===== src/rtl/led_fade_seq_if.sv =====
// Command channel of the LED intensity sequencer.
//   cmd_valid  : master -> slave, command present
//   cmd_ready  : slave -> master, command can be taken this cycle
//   cmd_mode   : 00=SET, 01=FADE, 10=BREATHE, 11=OFF
//   cmd_level  : target level (SET/FADE) or peak level (BREATHE)
//   cmd_rate   : base ticks per intensity step, minus 1
interface led_fade_seq_if;
    logic       cmd_valid;
    logic       cmd_ready;
    logic [1:0] cmd_mode;
    logic [3:0] cmd_level;
    logic [3:0] cmd_rate;

    modport master (
        output cmd_valid,
        output cmd_mode,
        output cmd_level,
        output cmd_rate,
        input  cmd_ready
    );

    modport slave (
        input  cmd_valid,
        input  cmd_mode,
        input  cmd_level,
        input  cmd_rate,
        output cmd_ready
    );
endinterface


===== src/rtl/led_fade_seq.sv =====
// LED intensity sequencer feeding the 4-bit PWM driver stage.
// Takes brightness commands over a valid/ready channel and produces a
// registered 4-bit intensity that steps at once (SET/OFF), ramps linearly
// toward a target (FADE) or breathes between 0 and a peak (BREATHE).
//   clk        : system clock, rising edge
//   rst_n      : asynchronous active-low reset
//   cmd        : command channel (slave side)
//   intensity  : registered level to the PWM stage
//   busy       : high whenever the sequencer is not IDLE
//   done       : one-cycle pulse when a FADE lands on its target
module led_fade_seq #(
    parameter int unsigned STEP_DIV   = 65536,
    parameter int unsigned HOLD_TICKS = 8
) (
    input  logic                 clk,
    input  logic                 rst_n,
    led_fade_seq_if.slave        cmd,
    output logic [3:0]           intensity,
    output logic                 busy,
    output logic                 done
);

    localparam int unsigned    PW        = $clog2(STEP_DIV);
    localparam logic [PW-1:0]  PRESC_MAX = PW'(STEP_DIV - 1);
    localparam logic [7:0]     HOLD_LAST = 8'(HOLD_TICKS - 1);

    localparam logic [1:0] MODE_SET     = 2'b00;
    localparam logic [1:0] MODE_FADE    = 2'b01;
    localparam logic [1:0] MODE_BREATHE = 2'b10;

    typedef enum logic [2:0] {
        ST_IDLE,
        ST_FADE,
        ST_BR_UP,
        ST_BR_HOLD_HI,
        ST_BR_DOWN,
        ST_BR_HOLD_LO
    } state_t;

    state_t        state_q, state_d;
    logic [PW-1:0] presc_q, presc_d;
    logic [3:0]    rcnt_q, rcnt_d;
    logic [3:0]    rate_q, rate_d;
    logic [3:0]    int_q, int_d;
    logic [3:0]    target_q, target_d;
    logic [3:0]    peak_q, peak_d;
    logic [7:0]    hold_q, hold_d;
    logic          done_q, done_d;

    logic          tick;
    logic          step;
    logic          accept;
    logic [3:0]    up_v;
    logic [3:0]    dn_v;

    // The prescaler free-runs; commands never re-phase it.
    assign tick   = (presc_q == PRESC_MAX);
    assign step   = tick && (rcnt_q == rate_q);
    assign accept = cmd.cmd_valid && cmd.cmd_ready;

    // Only used where the state logic guarantees no wrap.
    assign up_v = int_q + 4'd1;
    assign dn_v = int_q - 4'd1;

    assign cmd.cmd_ready = (state_q != ST_FADE);
    assign busy          = (state_q != ST_IDLE);
    assign intensity     = int_q;
    assign done          = done_q;

    always_ff @(posedge clk or negedge rst_n) begin
        if (!rst_n) begin
            state_q  <= ST_IDLE;
            presc_q  <= '0;
            rcnt_q   <= '0;
            rate_q   <= '0;
            int_q    <= '0;
            target_q <= '0;
            peak_q   <= '0;
            hold_q   <= '0;
            done_q   <= 1'b0;
        end else begin
            state_q  <= state_d;
            presc_q  <= presc_d;
            rcnt_q   <= rcnt_d;
            rate_q   <= rate_d;
            int_q    <= int_d;
            target_q <= target_d;
            peak_q   <= peak_d;
            hold_q   <= hold_d;
            done_q   <= done_d;
        end
    end

    always_comb begin
        state_d  = state_q;
        presc_d  = tick ? '0 : presc_q + 1'b1;
        rcnt_d   = rcnt_q;
        rate_d   = rate_q;
        int_d    = int_q;
        target_d = target_q;
        peak_d   = peak_q;
        hold_d   = hold_q;
        done_d   = 1'b0;

        if (tick) begin
            rcnt_d = (rcnt_q == rate_q) ? 4'd0 : rcnt_q + 4'd1;
        end

        // An accept takes priority; a step landing on the same edge is dropped.
        if (accept) begin
            rcnt_d = '0;
            rate_d = cmd.cmd_rate;
            hold_d = '0;
            case (cmd.cmd_mode)
                MODE_SET: begin
                    int_d   = cmd.cmd_level;
                    state_d = ST_IDLE;
                end
                MODE_FADE: begin
                    target_d = cmd.cmd_level;
                    if (cmd.cmd_level == int_q) begin
                        state_d = ST_IDLE;
                        done_d  = 1'b1;
                    end else begin
                        state_d = ST_FADE;
                    end
                end
                MODE_BREATHE: begin
                    peak_d = cmd.cmd_level;
                    if (cmd.cmd_level == 4'd0) begin
                        int_d   = '0;
                        state_d = ST_IDLE;
                    end else begin
                        state_d = ST_BR_UP;
                    end
                end
                default: begin
                    int_d   = '0;
                    state_d = ST_IDLE;
                end
            endcase
        end else if (step) begin
            case (state_q)
                ST_FADE: begin
                    if (int_q < target_q) begin
                        int_d = up_v;
                        if (up_v == target_q) begin
                            state_d = ST_IDLE;
                            done_d  = 1'b1;
                        end
                    end else begin
                        int_d = dn_v;
                        if (dn_v == target_q) begin
                            state_d = ST_IDLE;
                            done_d  = 1'b1;
                        end
                    end
                end
                ST_BR_UP: begin
                    // Breathe may start above the peak; walk down to it first.
                    if (int_q < peak_q) begin
                        int_d = up_v;
                        if (up_v == peak_q) begin
                            state_d = ST_BR_HOLD_HI;
                            hold_d  = '0;
                        end
                    end else if (int_q > peak_q) begin
                        int_d = dn_v;
                        if (dn_v == peak_q) begin
                            state_d = ST_BR_HOLD_HI;
                            hold_d  = '0;
                        end
                    end else begin
                        state_d = ST_BR_HOLD_HI;
                        hold_d  = '0;
                    end
                end
                ST_BR_HOLD_HI: begin
                    if (hold_q == HOLD_LAST) begin
                        state_d = ST_BR_DOWN;
                        hold_d  = '0;
                    end else begin
                        hold_d = hold_q + 8'd1;
                    end
                end
                ST_BR_DOWN: begin
                    if (int_q == 4'd0) begin
                        state_d = ST_BR_HOLD_LO;
                        hold_d  = '0;
                    end else begin
                        int_d = dn_v;
                        if (dn_v == 4'd0) begin
                            state_d = ST_BR_HOLD_LO;
                            hold_d  = '0;
                        end
                    end
                end
                ST_BR_HOLD_LO: begin
                    if (hold_q == HOLD_LAST) begin
                        state_d = ST_BR_UP;
                        hold_d  = '0;
                    end else begin
                        hold_d = hold_q + 8'd1;
                    end
                end
                default: begin
                end
            endcase
        end
    end

endmodule


===== src/flat_wrapper.sv =====
// flat-port wrapper written by rule: the top's interface ports become plain ports
module led_fade_seq_flat 
#(
    parameter int unsigned STEP_DIV   = 65536,
    parameter int unsigned HOLD_TICKS = 8
)
  (clk, rst_n, intensity, busy, done, cmd_cmd_valid, cmd_cmd_mode, cmd_cmd_level, cmd_cmd_rate, cmd_cmd_ready);
  led_fade_seq_if cmd_i ();
  input  logic clk;
  input  logic rst_n;
  output logic [3:0] intensity;
  output logic busy;
  output logic done;
  input wire logic [$bits(cmd_i.cmd_valid)-1:0] cmd_cmd_valid;
  input wire logic [$bits(cmd_i.cmd_mode)-1:0] cmd_cmd_mode;
  input wire logic [$bits(cmd_i.cmd_level)-1:0] cmd_cmd_level;
  input wire logic [$bits(cmd_i.cmd_rate)-1:0] cmd_cmd_rate;
  output wire logic [$bits(cmd_i.cmd_ready)-1:0] cmd_cmd_ready;
  assign cmd_i.cmd_valid = cmd_cmd_valid;
  assign cmd_i.cmd_mode = cmd_cmd_mode;
  assign cmd_i.cmd_level = cmd_cmd_level;
  assign cmd_i.cmd_rate = cmd_cmd_rate;
  assign cmd_cmd_ready = cmd_i.cmd_ready;
  led_fade_seq #(.STEP_DIV(STEP_DIV), .HOLD_TICKS(HOLD_TICKS)) u_core (.clk(clk), .rst_n(rst_n), .cmd(cmd_i), .intensity(intensity), .busy(busy), .done(done));
endmodule

===== config.mk =====
export PLATFORM = sky130hd
export DESIGN_NAME = led_fade_seq_flat
export DESIGN_NICKNAME = d
export VERILOG_FILES = /design/src/rtl/led_fade_seq_if.sv /design/src/rtl/led_fade_seq.sv /design/src/flat_wrapper.sv
export SDC_FILE = /design/constraint.sdc
export NUM_CORES = 1
export LEC_CHECK = 0
export BUFFER_PORTS_ARGS = -buffer_cell sky130_fd_sc_hd__buf_4
export CAP_MARGIN = 25
export CELL_PAD_IN_SITES_DETAIL_PLACEMENT = 0
export CELL_PAD_IN_SITES_GLOBAL_PLACEMENT = 2
export CORE_ASPECT_RATIO = 2
export CORE_UTILIZATION = 40
export CTS_BUF_LIST = sky130_fd_sc_hd__clkbuf_4 sky130_fd_sc_hd__clkbuf_8
export DETAILED_ROUTE_END_ITERATION = 12
export GPL_TIMING_DRIVEN = 0
export PLACE_DENSITY = 0.92
export SLEW_MARGIN = 0
export SYNTH_ARGS = -nofsm -noshare
export SYNTH_HDL_FRONTEND = slang
export SYNTH_SLANG_ARGS = --single-unit

===== constraint.sdc =====
create_clock -name clk -period 3.6 [get_ports clk]
set_input_delay 0.36 -clock clk [delete_from_list [all_inputs] [get_ports clk]]
set_output_delay 0.36 -clock clk [all_outputs]
set_load 0.02 [all_outputs]

**After elaboration in Yosys (flattened, before gate mapping)**

Index checks and enable logic that the tools add are counted.

- Register bits: 48
- Input port bits: 13
- Output and inout port bits: 7
- Word-level logic and storage cells: 110

- Add/sub/neg operators: 5
- $lt $le $gt $ge: 3
- Equal/unequal tests: 27
- Multiplexer cells: 48
- Reduce and logical (&&, ||, !) cells: 18

Operators by type and width:

| operator | count |
|---|---|
| 8-bit 2-to-1 mux | 9 |
| 4-bit 2-to-1 mux | 10 |
| 3-bit 2-to-1 mux | 13 |
| 4-bit == test | 6 |
| 4-bit case mux with 3 select lines | 2 |
| 8-bit case mux with 3 select lines | 1 |
| 16-bit by 1-bit adder with 16-bit output, second input constant | 1 |
| 16-bit == test, second input constant | 1 |
| 16-bit 2-to-1 mux | 1 |
| 3-bit case mux with 5 select lines | 1 |
| 4-bit logical NOT | 3 |
| 4-bit by 1-bit != test with 1-bit output, second input constant | 3 |
| 1-bit 2-to-1 mux | 9 |
| 3-bit by 1-bit != test with 1-bit output, second input constant | 3 |
| 9-bit AND reduction | 1 |
| 4-bit by 1-bit adder with 4-bit output, second input constant | 2 |
| 8-bit by 1-bit adder with 8-bit output, second input constant | 1 |
| 8-bit by 3-bit == test with 1-bit output, second input constant | 1 |
| 4-bit < comparator | 2 |
| 4-bit by 3-bit != test with 1-bit output, second input constant | 2 |
| 4-bit nonzero test | 2 |
| 3-bit by 2-bit == test with 1-bit output, second input constant | 2 |
| 3-bit == test, second input constant | 2 |
| 3-bit case mux with 2 select lines | 1 |
| other kinds (19) | 22 |

**Depth between registers and ports, before layout**

- Depth in word-level cells: 8
- Mapped depth: 12
- Depth with buffers taken out: 9

**Least setup slack after synthesis**

No wires, ideal clock.

- Kind: reg2reg
- Start: register u_core.int_q[0], in the netlist u_core.intensity[0]
- End: register u_core.hold_q[5]
- Setup time: 103 ps
- Arrival: 2729 ps
- Setup slack: 768 ps
- Stages on the path, launching flop included: 13
- Buffers on the path: 3
- Cell sequence: dfrtp_1 -> buf_2 -> inv_1 -> ha_1 -> xor2_1 -> nand2b_1 -> o31ai_1 -> o21ai_0 -> or3_1 -> buf_6 -> or2_0 -> buf_2 -> o41ai_2

- Cells in the longest elaborated chain, start to end: 6

RTL lines:

| what | line | text |
|---|---|---|
| from (decl) | led_fade_seq.sv:44 | `logic [3:0] int_q, int_d;` |
| from (signal assigned) | led_fade_seq.sv:86 | `int_q <= int_d;` |
| 4-bit greater-than comparator | led_fade_seq.sv:167 | `end else if (int_q > peak_q) begin` |
| 8-bit 2-to-1 mux | led_fade_seq.sv:167 |  |
| 8-bit 2-to-1 mux | led_fade_seq.sv:161 | `if (int_q < peak_q) begin` |
| 8-bit case mux with 3 select lines | led_fade_seq.sv:143 | `case (state_q)` |
| 8-bit 2-to-1 mux | led_fade_seq.sv:142 | `end else if (step) begin` |
| 8-bit 2-to-1 mux | led_fade_seq.sv:110 | `if (accept) begin` |
| to (signal assigned) | led_fade_seq.sv:89 | `hold_q <= hold_d;` |
| to (decl) | led_fade_seq.sv:47 | `logic [7:0] hold_q, hold_d;` |

Several ways; a longest one is shown, not always the timed one. The select of a mux whose other input is x is not followed.
A chain may end at the register's enable or synchronous reset.

**Final worst setup path**

- Start: register u_core.int_q[1], in the netlist u_core.intensity[1]
- End: register u_core.hold_q[5]

Same word-level chain as after synthesis.

==> results.tsv <==
stage	metric	value	unit
placement	portBuffers	19	
global_routing	antenna_found_initial	0	
final_layout	fillers	789	
route	wl_per_cell	16.43	um
timing	grt_setup_unrepaired	no	
clock_network	postCtsResizedCells	0	
final_layout	n_antenna_cell	0	
final_layout	fin_nets	396	
setup_path	required	3.81	ns
global_routing	grt_usage	0.2024	
setup_path	cp.arrival	3.38	ns
timing	fin_setup_tns	0	ns
clock_network	h-tree-depth	2	
logic_synthesis	synthFlopType	dfrtp_1	
clock_network	cts_hold_buf	0	
route	drt_iter0_markers	166	
route	routed_wirelength	7.575	mm
setup_path	cp_max_fo	10	
route	first_pass_iters	5	
clock_network	insertion_delay	0.31	ns
floorplanning	initial_core_util	0.4124	
floorplanning	fp.dieW	64.37	um
logic_synthesis	synth_edf_count	0	
timing	period_share	0.8823	
floorplanning	fp.dieH	126.7	um
timing	hold_violations	0	
floorplanning	std_cell_rows	45	
clock_network	numClockSinks	48	
flow_run	max-cap-violations	0	
logic_synthesis	ys_seq_elements	48	
floorplanning	design.die.area	0.008157	sq mm
power_and_ir_drop	power_leakage	1.571	nW
setup_path	end_kind	flop	
final_layout	drive_gt1_frac	0.1444	
power_and_ir_drop	powerDensity	657.8	mW/mm^2
logic_synthesis	avgSynthCellArea	9.152	sq um
power_and_ir_drop	finalPower	2.282	mW
clock_network	postCtsSetupRepairBufs	0	
logic_synthesis	async_flop_share	1.000	
clock_network	root_buffer	clkbuf_8	
timing	clock_skew	0.01218	ns
timing	timing.fmax	314.9	MHz
route	drc	0	
route	ant_nets	0	
logic_synthesis	synthesis.area	0.003112	sq mm
placement	gp_congestion	0.8587	
logic_synthesis	syn-num-nets	370	
route	via_per_inst	5.575	
setup_path	crit_type	flop to flop	
global_routing	overflow	0	
placement	dpl.hpwl	5.781	mm
clock_network	path_clk_slew	0.09	ns
timing	drv_slew	0	
global_routing	grt_first_pass_wirelength	12.43	mm
clock_network	clk_path_buf_depth	2	
logic_synthesis	syn-instance-count	340	
global_routing	grt_pass1_vias	2655	
logic_synthesis	yosysWarnings	0	
timing	period_minus_slack	3.176	ns
logic_synthesis	yosysSeqAreaShare	0.3860	
floorplanning	ioPinCount	20	
final_layout	area_growth	11.50	%
logic_synthesis	ys_types	60	
power_and_ir_drop	ir_worst_vdd	0.0002981	V
clock_network	tritoncts	done	
global_routing	grt_max_degree	49	
timing	slew_headroom	0.4213	
clock_network	cts_buffers	5	
timing	worst_slew_pin_slew	0.8681	ns
timing	setup_viol	0	
route	num_vias	2570	
min_path	hp-class	input port to asynchronous set/reset pin	
floorplanning	core_area	0.007545	sq mm
setup_path	startpoint_type	flop	
run_status	status	finished, final reports clean	
power by group:
part	switching (mW)	internal [mW]
sequential	0.114	0.625
combinational	0.670	0.517
clock	0.184	0.172
worst max-delay path: stages, from the launching register on:
cell and delay, ns:
dfrtp_1 0.57, inv_1 0.15, ha_1 0.40, xor2_1 0.24
nand2b_1 0.10, o31ai_1 0.29, o21ai_0 0.18, or3_1 0.39
buf_6 0.15, or2_0 0.18, buf_2 0.16, o41ai_2 0.27
stage by stage:
stage	instances	worst slack (ns)	util	area, sq um	hold slack [ns]
after global routing	461	0.2491	0.4599	3470	0.08776
after global placement	453	0.5027	0.4469	3372	0.4166
after floorplan	340	0.7676	-	3112	0.06441
final	461	0.4239	0.4599	3470	0.04312
after CTS	461	0.4432	0.4599	3470	0.07960
after detailed placement	453	0.4827	0.4469	3372	0.4224
worst paths after layout:
check                                     end  slack (ns)  cells past startpoint           startpoint
min reg2reg                u_core.presc_q[14]        0.48                      1   u_core.presc_q[14]
min in group clk             u_core.rate_q[2]        0.24                      3      cmd_cmd_rate[2]
max in group asynchronous    u_core.rate_q[1]        3.11                      1                rst_n
max reg2reg                  u_core.hold_q[5]        0.42                     11  u_core.intensity[1]
max                          u_core.hold_q[5]        0.42                     11  u_core.intensity[1]
min                         u_core.state_q[2]        0.04                      1                rst_n
per-layer routing:
metal / routed length [um] / global-route usage / up-vias
met4: 425 / 0.1373 / 0
met2: 4117 / 0.3746 / 53
met5: 0 / 0 / -
met3: 215 / 0.03417 / 29
li1: - / - / 1252
met1: 2816 / 0.1965 / 1236
final cells by class:
type | count | area, sq um | share of cell area
Inverter | 15 | 56.30 | 0.01623
Multi-Input combinational cell | 266 | 1798 | 0.5182
Buffer | 11 | 56.30 | 0.01623
Timing Repair Buffer | 19 | 142.6 | 0.04111
Tap cell | 94 | 117.6 | 0.03390
Clock buffer | 8 | 97.59 | 0.02813
Sequential cell | 48 | 1201 | 0.3462
cells by family (layout without fill, tap and decap cells):
logic type / after synthesis / in the layout / synth area share
muxes: 11 / 11 / 0.03900
buffers and inverters: 26 / 53 / 0.03619
xor gates and xnor gates: 35 / 35 / 0.1009
DFF: 48 / 48 / 0.3860
AOI/OAI and AO/OA: 60 / 60 / 0.1299
and+or+nand+nor: 143 / 143 / 0.2396
adders and majority gates: 17 / 17 / 0.06835
layout by cell type (no fill, tap or decap), types with 3 or more instances in the layout:
cell type and n:
o21ai_0 19, buf_2 3, nand2b_1 3, nor2b_1 4
inv_1 15, and2_1 8, nor3_1 6, nand3_1 20
a21oi_1 8, buf_4 20, xor2_1 14, clkbuf_1 5
nand3b_1 3, nor3b_1 4, xnor2_1 20, a31oi_1 3
nand4_1 4, nand2_1 37, nor2_1 30, clkbuf_8 6
and3_1 4, dfrtp_1 48, or3_1 5, o31ai_1 6
ha_1 17, mux2_2 9
sequential cells by signal (all words and copies together) (netlist names):
name,cells
u_core.rcnt_q,4
u_core.done,1
u_core.state_q,3
u_core.rate_q,4
u_core.presc_q,16
u_core.intensity,4
u_core.peak_q,4
u_core.hold_q,8
u_core.target_q,4
synth_stat cells (2+ instances only):
cell type	instances	share of area
buf_2	3	0.0048
a211o_1	2	0.0056
xor2_1	14	0.039
nand2b_1	3	0.0060
nor3_1	6	0.0097
o41ai_1	2	0.0056
nand2_1	37	0.045
and3_1	4	0.0080
nand4_1	4	0.0080
o31ai_1	6	0.014
nor2_1	30	0.036
mux2_2	9	0.033
a21oi_1	8	0.013
dfrtp_1	48	0.39
ha_1	17	0.068
or3_1	5	0.010
a31oi_1	3	0.0060
nand3b_1	3	0.0072
inv_1	15	0.018
a31o_2	2	0.0056
nor4_1	2	0.0040
nor3b_1	4	0.0097
nand3_1	20	0.032
nor2b_1	4	0.0080
mux2i_1	2	0.0064
a211oi_1	2	0.0048
and2_1	8	0.016
a22oi_1	2	0.0048
xnor2_1	20	0.056
or4_1	2	0.0048
o21ai_0	19	0.031
clkbuf_1	5	0.0060
or3b_2	2	0.0056
Power figures use the tool's default switching activity.
